### config.mk
export PLATFORM = sky130hd
export DESIGN_NAME = sm4_key_exp_inv
export DESIGN_NICKNAME = d
export VERILOG_FILES = /design/src/rtl/sm4_pkg.sv /design/src/rtl/SM4_KEY_EXP_ONE_ROUND.sv /design/src/rtl/SM4_SBOX.sv /design/src/rtl/sm4_key_exp_inv.sv
export SDC_FILE = /design/constraint.sdc
export NUM_CORES = 1
export LEC_CHECK = 0
export BUFFER_PORTS_ARGS = -buffer_cell sky130_fd_sc_hd__buf_2
export CAP_MARGIN = 20
export CORE_UTILIZATION = 25
export DETAILED_ROUTE_END_ITERATION = 10
export PLACE_DENSITY = 0.37
export SLEW_MARGIN = 30
export SYNTH_ARGS = -nofsm -noshare
export SYNTH_HDL_FRONTEND = slang
export SYNTH_SLANG_ARGS = --single-unit
### constraint.sdc
create_clock -name clk -period 13.57 [get_ports clk]
set_clock_uncertainty 0.1 [all_clocks]
set_input_delay 0.6785 -clock clk [delete_from_list [all_inputs] [get_ports clk]]
set_output_delay 0.6785 -clock clk [all_outputs]
set_load 0.02 [all_outputs]
### src/rtl/sm4_pkg.sv
// sm4_pkg: shared SM4 key-schedule definitions.
//   - FSM state type for the inverse key-expansion engine
//   - FK system parameter
//   - SM4 S-box table
//   - CK constant generator
package sm4_pkg;

    typedef enum logic [1:0] {
        StIdle,
        StRun,
        StMk
    } state_e;

    localparam logic [127:0] FK = 128'hA3B1BAC6_56AA3350_677D9197_B27022DC;

    localparam logic [7:0] SBOX [256] = '{
        8'hd6, 8'h90, 8'he9, 8'hfe, 8'hcc, 8'he1, 8'h3d, 8'hb7, 8'h16, 8'hb6, 8'h14, 8'hc2, 8'h28, 8'hfb, 8'h2c, 8'h05,
        8'h2b, 8'h67, 8'h9a, 8'h76, 8'h2a, 8'hbe, 8'h04, 8'hc3, 8'haa, 8'h44, 8'h13, 8'h26, 8'h49, 8'h86, 8'h06, 8'h99,
        8'h9c, 8'h42, 8'h50, 8'hf4, 8'h91, 8'hef, 8'h98, 8'h7a, 8'h33, 8'h54, 8'h0b, 8'h43, 8'hed, 8'hcf, 8'hac, 8'h62,
        8'he4, 8'hb3, 8'h1c, 8'ha9, 8'hc9, 8'h08, 8'he8, 8'h95, 8'h80, 8'hdf, 8'h94, 8'hfa, 8'h75, 8'h8f, 8'h3f, 8'ha6,
        8'h47, 8'h07, 8'ha7, 8'hfc, 8'hf3, 8'h73, 8'h17, 8'hba, 8'h83, 8'h59, 8'h3c, 8'h19, 8'he6, 8'h85, 8'h4f, 8'ha8,
        8'h68, 8'h6b, 8'h81, 8'hb2, 8'h71, 8'h64, 8'hda, 8'h8b, 8'hf8, 8'heb, 8'h0f, 8'h4b, 8'h70, 8'h56, 8'h9d, 8'h35,
        8'h1e, 8'h24, 8'h0e, 8'h5e, 8'h63, 8'h58, 8'hd1, 8'ha2, 8'h25, 8'h22, 8'h7c, 8'h3b, 8'h01, 8'h21, 8'h78, 8'h87,
        8'hd4, 8'h00, 8'h46, 8'h57, 8'h9f, 8'hd3, 8'h27, 8'h52, 8'h4c, 8'h36, 8'h02, 8'he7, 8'ha0, 8'hc4, 8'hc8, 8'h9e,
        8'hea, 8'hbf, 8'h8a, 8'hd2, 8'h40, 8'hc7, 8'h38, 8'hb5, 8'ha3, 8'hf7, 8'hf2, 8'hce, 8'hf9, 8'h61, 8'h15, 8'ha1,
        8'he0, 8'hae, 8'h5d, 8'ha4, 8'h9b, 8'h34, 8'h1a, 8'h55, 8'had, 8'h93, 8'h32, 8'h30, 8'hf5, 8'h8c, 8'hb1, 8'he3,
        8'h1d, 8'hf6, 8'he2, 8'h2e, 8'h82, 8'h66, 8'hca, 8'h60, 8'hc0, 8'h29, 8'h23, 8'hab, 8'h0d, 8'h53, 8'h4e, 8'h6f,
        8'hd5, 8'hdb, 8'h37, 8'h45, 8'hde, 8'hfd, 8'h8e, 8'h2f, 8'h03, 8'hff, 8'h6a, 8'h72, 8'h6d, 8'h6c, 8'h5b, 8'h51,
        8'h8d, 8'h1b, 8'haf, 8'h92, 8'hbb, 8'hdd, 8'hbc, 8'h7f, 8'h11, 8'hd9, 8'h5c, 8'h41, 8'h1f, 8'h10, 8'h5a, 8'hd8,
        8'h0a, 8'hc1, 8'h31, 8'h88, 8'ha5, 8'hcd, 8'h7b, 8'hbd, 8'h2d, 8'h74, 8'hd0, 8'h12, 8'hb8, 8'he5, 8'hb4, 8'hb0,
        8'h89, 8'h69, 8'h97, 8'h4a, 8'h0c, 8'h96, 8'h77, 8'h7e, 8'h65, 8'hb9, 8'hf1, 8'h09, 8'hc5, 8'h6e, 8'hc6, 8'h84,
        8'h18, 8'hf0, 8'h7d, 8'hec, 8'h3a, 8'hdc, 8'h4d, 8'h20, 8'h79, 8'hee, 8'h5f, 8'h3e, 8'hd7, 8'hcb, 8'h39, 8'h48
    };

    // CK_i byte j = ((4i + j) * 7) mod 256, byte 0 in the MSB position.
    function automatic logic [31:0] ck_gen(input logic [4:0] i);
        logic [31:0] ck;
        logic [7:0]  n;
        ck = '0;
        for (int j = 0; j < 4; j++) begin
            n = {1'b0, i, 2'b00} + 8'(j);
            ck[31 - 8 * j -: 8] = 8'(n * 8'd7);
        end
        return ck;
    endfunction

endpackage

### src/rtl/SM4_KEY_EXP_ONE_ROUND.sv
// SM4_KEY_EXP_ONE_ROUND: one round of the SM4 key expansion.
//   sm4_key_exp_in : {W0, W1, W2, W3}, W0 in [127:96]
//   sm4_key_cki    : round constant CK
//   sm4_rkey_out   : W0 ^ T'(W1 ^ W2 ^ W3 ^ CK)
// T' is the S-box layer followed by L'(B) = B ^ (B <<< 13) ^ (B <<< 23).
// Because the result is an XOR with W0, the same round serves the forward and
// inverse schedule; only the word ordering at the input differs.
module SM4_KEY_EXP_ONE_ROUND (
    input  logic [127:0] sm4_key_exp_in,
    input  logic [31:0]  sm4_key_cki,
    output logic [31:0]  sm4_rkey_out
);

    logic [31:0] x;
    logic [31:0] b;
    logic [31:0] l;

    assign x = sm4_key_exp_in[95:64] ^ sm4_key_exp_in[63:32] ^ sm4_key_exp_in[31:0]
             ^ sm4_key_cki;

    for (genvar g = 0; g < 4; g++) begin : g_sbox
        SM4_SBOX u_sbox (
            .din  (x[8 * g +: 8]),
            .dout (b[8 * g +: 8])
        );
    end

    assign l = b ^ {b[18:0], b[31:19]} ^ {b[8:0], b[31:9]};
    assign sm4_rkey_out = sm4_key_exp_in[127:96] ^ l;

endmodule

### src/rtl/SM4_SBOX.sv
// SM4_SBOX: single 8-bit SM4 substitution box (pure combinational lookup).
//   din  : input byte
//   dout : substituted byte
module SM4_SBOX
    import sm4_pkg::*;
(
    input  logic [7:0] din,
    output logic [7:0] dout
);

    assign dout = SBOX[din];

endmodule

### src/rtl/sm4_key_exp_inv.sv
// sm4_key_exp_inv: iterative SM4 inverse key schedule.
// Loads {rk28, rk29, rk30, rk31} and emits rk31 down to rk0, one per
// rk_valid/rk_ready handshake, by running the key expansion backwards.
//   clk, rst          : clock, synchronous active-high reset
//   key_in_valid/ready: key load handshake (ready only while idle)
//   key_in            : {rk28, rk29, rk30, rk31}, rk28 in [127:96]
//   rk_valid/ready    : round-key output handshake
//   rk_out, rk_idx    : current round key and its index (31..0)
//   rk_last           : marks rk0
//   busy              : engine not idle
//   mk_out, mk_valid  : recovered master key, only when SM4_INV_MK_OUT_EN is defined
module sm4_key_exp_inv
    import sm4_pkg::*;
(
    input  logic         clk,
    input  logic         rst,
    input  logic         key_in_valid,
    output logic         key_in_ready,
    input  logic [127:0] key_in,
    output logic         rk_valid,
    input  logic         rk_ready,
    output logic [31:0]  rk_out,
    output logic [4:0]   rk_idx,
    output logic         rk_last,
`ifdef SM4_INV_MK_OUT_EN
    output logic [127:0] mk_out,
    output logic         mk_valid,
`endif
    output logic         busy
);

    state_e       state_q, state_d;
    // S = {A, B, C, D}; A in [127:96], D in [31:0]
    logic [127:0] s_q, s_d;
    logic [4:0]   cnt_q, cnt_d;
    logic [31:0]  new_k;
`ifdef SM4_INV_MK_OUT_EN
    logic [127:0] mk_out_q, mk_out_d;
`endif

    // Inverse step: K_i = K_{i+4} ^ T'(K_{i+1} ^ K_{i+2} ^ K_{i+3} ^ CK_i), with
    // S = {K_{i+1}, K_{i+2}, K_{i+3}, K_{i+4}} so the round input is {D, A, B, C}.
    SM4_KEY_EXP_ONE_ROUND u_round (
        .sm4_key_exp_in ({s_q[31:0], s_q[127:32]}),
        .sm4_key_cki    (ck_gen(cnt_q)),
        .sm4_rkey_out   (new_k)
    );

    always_comb begin
        state_d = state_q;
        s_d     = s_q;
        cnt_d   = cnt_q;
`ifdef SM4_INV_MK_OUT_EN
        mk_out_d = mk_out_q;
`endif
        case (state_q)
            StIdle: begin
                if (key_in_valid) begin
                    s_d     = key_in;
                    cnt_d   = 5'd31;
                    state_d = StRun;
                end
            end
            StRun: begin
                if (rk_ready) begin
                    s_d   = {new_k, s_q[127:32]};
                    cnt_d = cnt_q - 5'd1;
                    if (cnt_q == 5'd0) begin
`ifdef SM4_INV_MK_OUT_EN
                        // After the rk0 beat S holds {K0..K3} = MK ^ FK.
                        mk_out_d = {new_k, s_q[127:32]} ^ FK;
                        state_d  = StMk;
`else
                        state_d  = StIdle;
`endif
                    end
                end
            end
            default: state_d = StIdle;
        endcase
    end

    always_ff @(posedge clk) begin
        if (rst) begin
            state_q <= StIdle;
            s_q     <= '0;
            cnt_q   <= '0;
`ifdef SM4_INV_MK_OUT_EN
            mk_out_q <= '0;
`endif
        end else begin
            state_q <= state_d;
            s_q     <= s_d;
            cnt_q   <= cnt_d;
`ifdef SM4_INV_MK_OUT_EN
            mk_out_q <= mk_out_d;
`endif
        end
    end

    assign key_in_ready = (state_q == StIdle);
    assign busy         = (state_q != StIdle);
    assign rk_valid     = (state_q == StRun);
    assign rk_out       = s_q[31:0];
    assign rk_idx       = cnt_q;
    assign rk_last      = rk_valid && (cnt_q == 5'd0);
`ifdef SM4_INV_MK_OUT_EN
    assign mk_out       = mk_out_q;
    assign mk_valid     = (state_q == StMk);
`endif

endmodule

; ---- Word level (Yosys, flattened, before mapping)
; Memory sizes are Yosys's and may differ from the RTL's.
; Index checks and enable logic that the tools add are counted.
[classes]
n_shift = 0
multipliers = 4
n_reduce_logical = 7
add_sub_neg = 4
n_eq_ne = 4
muxes = 18
div_mod_pow = 0
order_cmp = 4
bitwise_logic = 10
[op_table]
columns = operator, n
row1 = 128-bit two-way mux, 2
row2 = 128-bit one-hot mux with 2 select lines, 1
row3 = 32-bit bitwise XOR, 6
row4 = 8-bit two-way mux, 8
row5 = "9-bit greater-or-equal comparator, second input constant", 4
row6 = 8-bit inverter with 9-bit output, 4
row7 = "8-bit by 3-bit multiplier with 8-bit output, second input constant", 3
row8 = "7-bit by 2-bit adder with 8-bit output, second input constant", 2
row9 = 5-bit two-way mux, 2
row10 = 5-bit one-hot mux with 2 select lines, 1
row11 = "7-bit by 1-bit adder with 8-bit output, second input constant", 1
row12 = "5-bit by 3-bit multiplier with 6-bit output, second input constant", 1
row13 = 2-bit two-way mux, 3
row14 = 3-bit AND reduction, 2
row15 = 5-bit zero test, 1
row16 = "5-bit by 1-bit subtractor with 5-bit output, second input constant", 1
row17 = "2-bit by 1-bit != test with 1-bit output, second input constant", 2
row18 = 2-bit one-hot mux with 2 select lines, 1
row19 = 2-bit nonzero test, 2
row20 = "2-bit by 1-bit == test with 1-bit output, second input constant", 1
row21 = 2-bit zero test, 1
row22 = "2-bit != test, second input constant", 1
row23 = 1-bit logical AND, 1
[word_totals]
n_memories = 4
output_inout_bits = 41
regBits = 135
ramBits = 0
latchBits = 0
elab_cells = 58
inputBits = 132
mem_bits_ro = 8192
[mem_list]
columns = name, words, width, read_ports, rd_clocked_by_memory_dff, write_ports, line_no
row1 = (name not given), 256, 8, 1, 0, 0, SM4_SBOX.sv:11  ; assign dout = SBOX[din];
row2 = (name not given), 256, 8, 1, 0, 0, SM4_SBOX.sv:11
row3 = (name not given), 256, 8, 1, 0, 0, SM4_SBOX.sv:11
row4 = (name not given), 256, 8, 1, 0, 0, SM4_SBOX.sv:11

; ---- Depth between registers and ports, before layout
[depth]
ltp_word = 12
depth_mapped = 19
depth_no_buf = 15

; ---- By module
; From an unflattened synthesis, not the netlist that was laid out.
[unflattened]
cells_unflattened = 3024
hier_area_um2 = 21788.4
[modules_own_cells]
columns = mod, seq_area_each_um2, cells_each, n_inst, area_per_inst_um2
row1 = SM4_SBOX (u_round.g_sbox[1].u_sbox ...), 0.0, 530, 3, 3165.5
row2 = sm4_key_exp_inv, 2682.6, 701, 1, 7272.0
row3 = SM4_SBOX (u_round.g_sbox[0].u_sbox), 0.0, 541, 1, 3338.2
row4 = SM4_KEY_EXP_ONE_ROUND, 0.0, 192, 1, 1681.6

; ---- Worst setup path before layout
; OpenSTA, ideal clock, no wires.
[synth_path]
path_kind = reg-to-reg
start = register cnt_q[0], in the netlist rk_idx[0]
end = register s_q[120]
setup_slack_ps = 8663
required_ps = 13375
path_buffers = 5
stages_incl_launch_ff = 19
arrival_time_ps = 4712
setup_ps = 95
synth_period_minus_slack_ps = 4907
cell_sequence = dfxtp_1 -> buf_4 -> inv_1 -> fa_1 -> buf_2 -> xor2_1 -> ha_1 -> xor2_1 -> xor2_1 -> buf_2 -> buf_1 -> clkbuf_1 -> a211oi_1 -> a311o_1 -> a2bb2oi_1 -> o31ai_4 -> xor2_1 -> xnor2_1 -> a221oi_1
[synth_via]
elab_chain_cells = 12
word_cells_on_any_way = 23
classes_between = add/sub (2) / mul (3) / mux (8) / bitwise (7) / memory (3)
[synth_lines]
columns = element, line_no
row1 = "start, declared", sm4_key_exp_inv.sv:35  ; logic [4:0] cnt_q, cnt_d;
row2 = "start signal, assigned", sm4_key_exp_inv.sv:94  ; cnt_q <= cnt_d;
row3 = 7-bit by 2-bit adder with 8-bit output, sm4_pkg.sv:41  ; n = {1'b0, i, 2'b00} + 8'(j);
row4 = 8-bit by 3-bit multiplier with 8-bit output, sm4_pkg.sv:42  ; ck[31 - 8 * j -: 8] = 8'(n * 8'd7);
row5 = 32-bit bitwise XOR (*), SM4_KEY_EXP_ONE_ROUND.sv:19  ; ^ sm4_key_cki;
row6 = 8-bit inverter with 9-bit output (not written as such), SM4_SBOX.sv:11
row7 = memory read 256 x 8 bit, -
row8 = 8-bit two-way mux (not written as such) (2 in series), SM4_SBOX.sv:11
row9 = 32-bit bitwise XOR, SM4_KEY_EXP_ONE_ROUND.sv:28  ; assign l = b ^ {b[18:0], b[31:19]} ^ {b[8:0], b[31:9]};
row10 = 32-bit bitwise XOR (*), SM4_KEY_EXP_ONE_ROUND.sv:28
row11 = 32-bit bitwise XOR (*), SM4_KEY_EXP_ONE_ROUND.sv:29  ; assign sm4_rkey_out = sm4_key_exp_in[127:96] ^ l;
row12 = 128-bit two-way mux (*), sm4_key_exp_inv.sv:65  ; if (rk_ready) begin
row13 = 128-bit one-hot mux with 2 select lines (*), sm4_key_exp_inv.sv:56  ; case (state_q)
row14 = "end signal, assigned", sm4_key_exp_inv.sv:86  ; s_q <= '0;
row15 = "end signal, assigned", sm4_key_exp_inv.sv:93  ; s_q <= s_d;
row16 = "end, declared", sm4_key_exp_inv.sv:34  ; logic [127:0] s_q, s_d;
; Every way passes the cells marked *; elsewhere a longest branch is shown, timed or not. The select of a mux whose other input is x is not followed.
; A chain may end at the register's enable or synchronous reset.

; ---- Worst setup path after layout
[layout_path]
start = register cnt_q[2], in the netlist rk_idx[2]
end = register s_q[106]
; The elaborated chain is that of the path after synthesis.

==> impl_metrics.env <==
export IMPL_outcome="complete, no violations"
export IMPL_vias_per_cell=6.50
export IMPL_hold_depth=2
export IMPL_ant_nets=0
export IMPL_synth_edff_count=0
export IMPL_tns_ps=0
export IMPL_maxSlewViolCount=0
export IMPL_period_share_pct=45.2
export IMPL_synth_distinct_cells=94
export IMPL_dp_hpwl_mm=91.0
export IMPL_routedWlPerCell_um=31.1
export IMPL_syn_area_um2=21200
export IMPL_start_util_pct=25.3
export IMPL_numCtsBuffers=17
export IMPL_die_h_um=293
export IMPL_grt_first_pass_wirelength_mm=186
export IMPL_die_w_um=293
export IMPL_syn_nets=3273
export IMPL_io_buffers=172
export IMPL_cp_start_kind="register"
export IMPL_r2r_start="rk_idx[2]"
export IMPL_cts_root_buf="clkbuf_16"
export IMPL_holdPathEnd="s_q[33]"
export IMPL_critPathLaunch="rk_idx[2]"
export IMPL_cts_sink_count=134
export IMPL_core_um2=83800
export IMPL_cp_required_ps=13850
export IMPL_place_gp_congestion=0.969
export IMPL_seq_area_um2=2690
export IMPL_worstPathMaxFanout=58
export IMPL_clock_latency_ps=480
export IMPL_tightest_slew_ps=1030
export IMPL_reg2reg_depth=16
export IMPL_cts_setup_buffers=0
export IMPL_vias=27100
export IMPL_ios=173
export IMPL_yosysSeqAreaShare_pct=12.6
export IMPL_synth_async_reset_ratio_pct=0
export IMPL_syn_area_per_cell_um2=6.86
export IMPL_arrival_ps=6410
export IMPL_drive_gt1_share_pct=11.9
export IMPL_ys_top_cells_by_area="dfxtp_1, a21oi_1, nor2_1"
export IMPL_cts_buffer_depth=2
export IMPL_synthCells=3093
export IMPL_min_period_ps=6130
export IMPL_syn2layout_area_growth_pct=11.4
export IMPL_dr_pass1_iters=7
export IMPL_drt_iter0_markers=4495
export IMPL_end_kind="register"
export IMPL_synth_seq_cells=134
export IMPL_cts_resized=0
export IMPL_hp_start="s_q[33]"
export IMPL_reg2reg_slack_ps=7440
export IMPL_h_tree_depth=4
export IMPL_rr_endpoint="s_q[106]"
export IMPL_grt_pass1_vias=25100
export IMPL_critPathKind="reg2reg"
export IMPL_ys_flop_type="dfxtp_1"
export IMPL_drcViolationCount=0
export IMPL_synth_top_area_share_pct=12.6
export IMPL_die_area_um2=86100
export IMPL_cts_tree="built"
export IMPL_grt_start_max_net_pins=106
export IMPL_multi_input_area_um2=17200
export IMPL_max_slew_margin_pct=31.2
export IMPL_rsz0062_at_grt="no"
export IMPL_grt_usage_pct=29.0
export IMPL_rows=106
export IMPL_hold_viol=0
export IMPL_drv_cap=0
export IMPL_final_setup_viol_count=0
export IMPL_max_freq_mhz=163
export IMPL_path_clk_slew_ps=70
export IMPL_fillers=9430
export IMPL_cts_hold_buffers_added=0
export IMPL_final_nets=3197
export IMPL_drt_total_wl_mm=129
export IMPL_overflow=0
export IMPL_synth_top_area_cell="dfxtp_1"
export IMPL_antenna_found_initial=7
export IMPL_yosys_warnings=0
export IMPL_hp_class="reg2reg"
[logic make-up (layout without fill, tap and decap cells)]
group	count (synthesis)	count (layout)	synth area share, %
other cells	0	1	0
compound gates	1252	1252	40.3
buf+inv	384	321	8.14
simple gates	932	932	18.9
fa+ha+maj	49	49	3.05
xor+xnor	220	220	11.1
mux	122	122	5.81
flops	134	134	12.6
[flip-flops by register name, summed over array words and instances, names as in the netlist]
register	flops
s_q	128
rk_idx	5
state_q	1
[final cells by class]
type | instances | share of cell area [%]
Multi-Input combinational cell | 2575 | 72.7
Clock inverter | 11 | 0.677
Antenna cell | 1 | 0.0106
Inverter | 25 | 0.397
Tap cell | 1134 | 6.00
Sequential cell | 134 | 11.4
Clock buffer | 21 | 2.04
Timing Repair Buffer | 264 | 6.82
[routing by layer]
metal  track usage [%]  wire (um)  up-vias
met1              38.8      53400    13200
met2              46.2      58300     1891
met5                 0         65        -
li1                  -          -    11600
met3              4.77      11900      348
met4              11.5       5810       10
[per-stage QoR]
step	std cells	area [um^2]	hold slack, ps	worst slack (ps)	utilization (%)
6_report	4165	23600	417	7440	28.2
5_1_grt	4165	23600	411	7210	28.2
4_1_cts	4161	23600	372	7390	28.1
3_5_place_dp	4129	22900	410	7440	27.3
3_3_place_gp	4129	22900	407	7430	27.3
2_1_floorplan	3093	21200	391	8660	-
[worst max-delay path, stage by stage, from the launching register on]
cell and delay, ps:
dfxtp_1 610, inv_1 270, fa_1 630, xnor2_1 610
ha_1 370, xor2_1 380, xnor2_2 160, buf_4 550
nor2_1 220, nand3b_1 180, o211ai_1 110, a2111oi_0 430
a31oi_1 110, a21oi_1 660, xnor2_1 160, xnor2_1 170
a221oi_1 260
[cell usage after synthesis (43+ instances only)]
cell      number
xor2_1        48
clkbuf_1     196
buf_2         73
o22ai_1       48
a21oi_1      291
dfxtp_1      134
o211ai_1      56
ha_1          43
nor2_1       363
a31oi_1       62
nand3_1       90
a211oi_1     150
o21ai_0      206
buf_4         48
nand2_1      286
mux2i_1      121
nor3_1        87
xnor2_1      139
a221oi_1      48
[cells in the final DEF, fill, tap and decap left out, types with 43 or more instances in the layout]
| master | instances |
|---|---|
| nor2_1 | 358 |
| o21ai_0 | 206 |
| buf_2 | 171 |
| xnor2_1 | 130 |
| a21oi_1 | 291 |
| a221oi_1 | 48 |
| nor3_1 | 87 |
| dfxtp_1 | 133 |
| a31oi_1 | 62 |
| a211oi_1 | 150 |
| o211ai_1 | 56 |
| o22ai_1 | 48 |
| nand2_1 | 285 |
| mux2i_1 | 121 |
| ha_1 | 43 |
| buf_4 | 88 |
| nand3_1 | 90 |
[worst max path at each step]
stage / end / cells past startpoint
2_1_floorplan: s_q[120] / 18
4_1_cts: s_q[123] / 16
3_5_place_dp: s_q[123] / 16
6_report: s_q[106] / 16
3_3_place_gp: s_q[123] / 15
5_1_grt: s_q[102] / 17
Power is not shown: default switching activity piles up to over one toggle a cycle in this logic, so the estimate is an artifact.
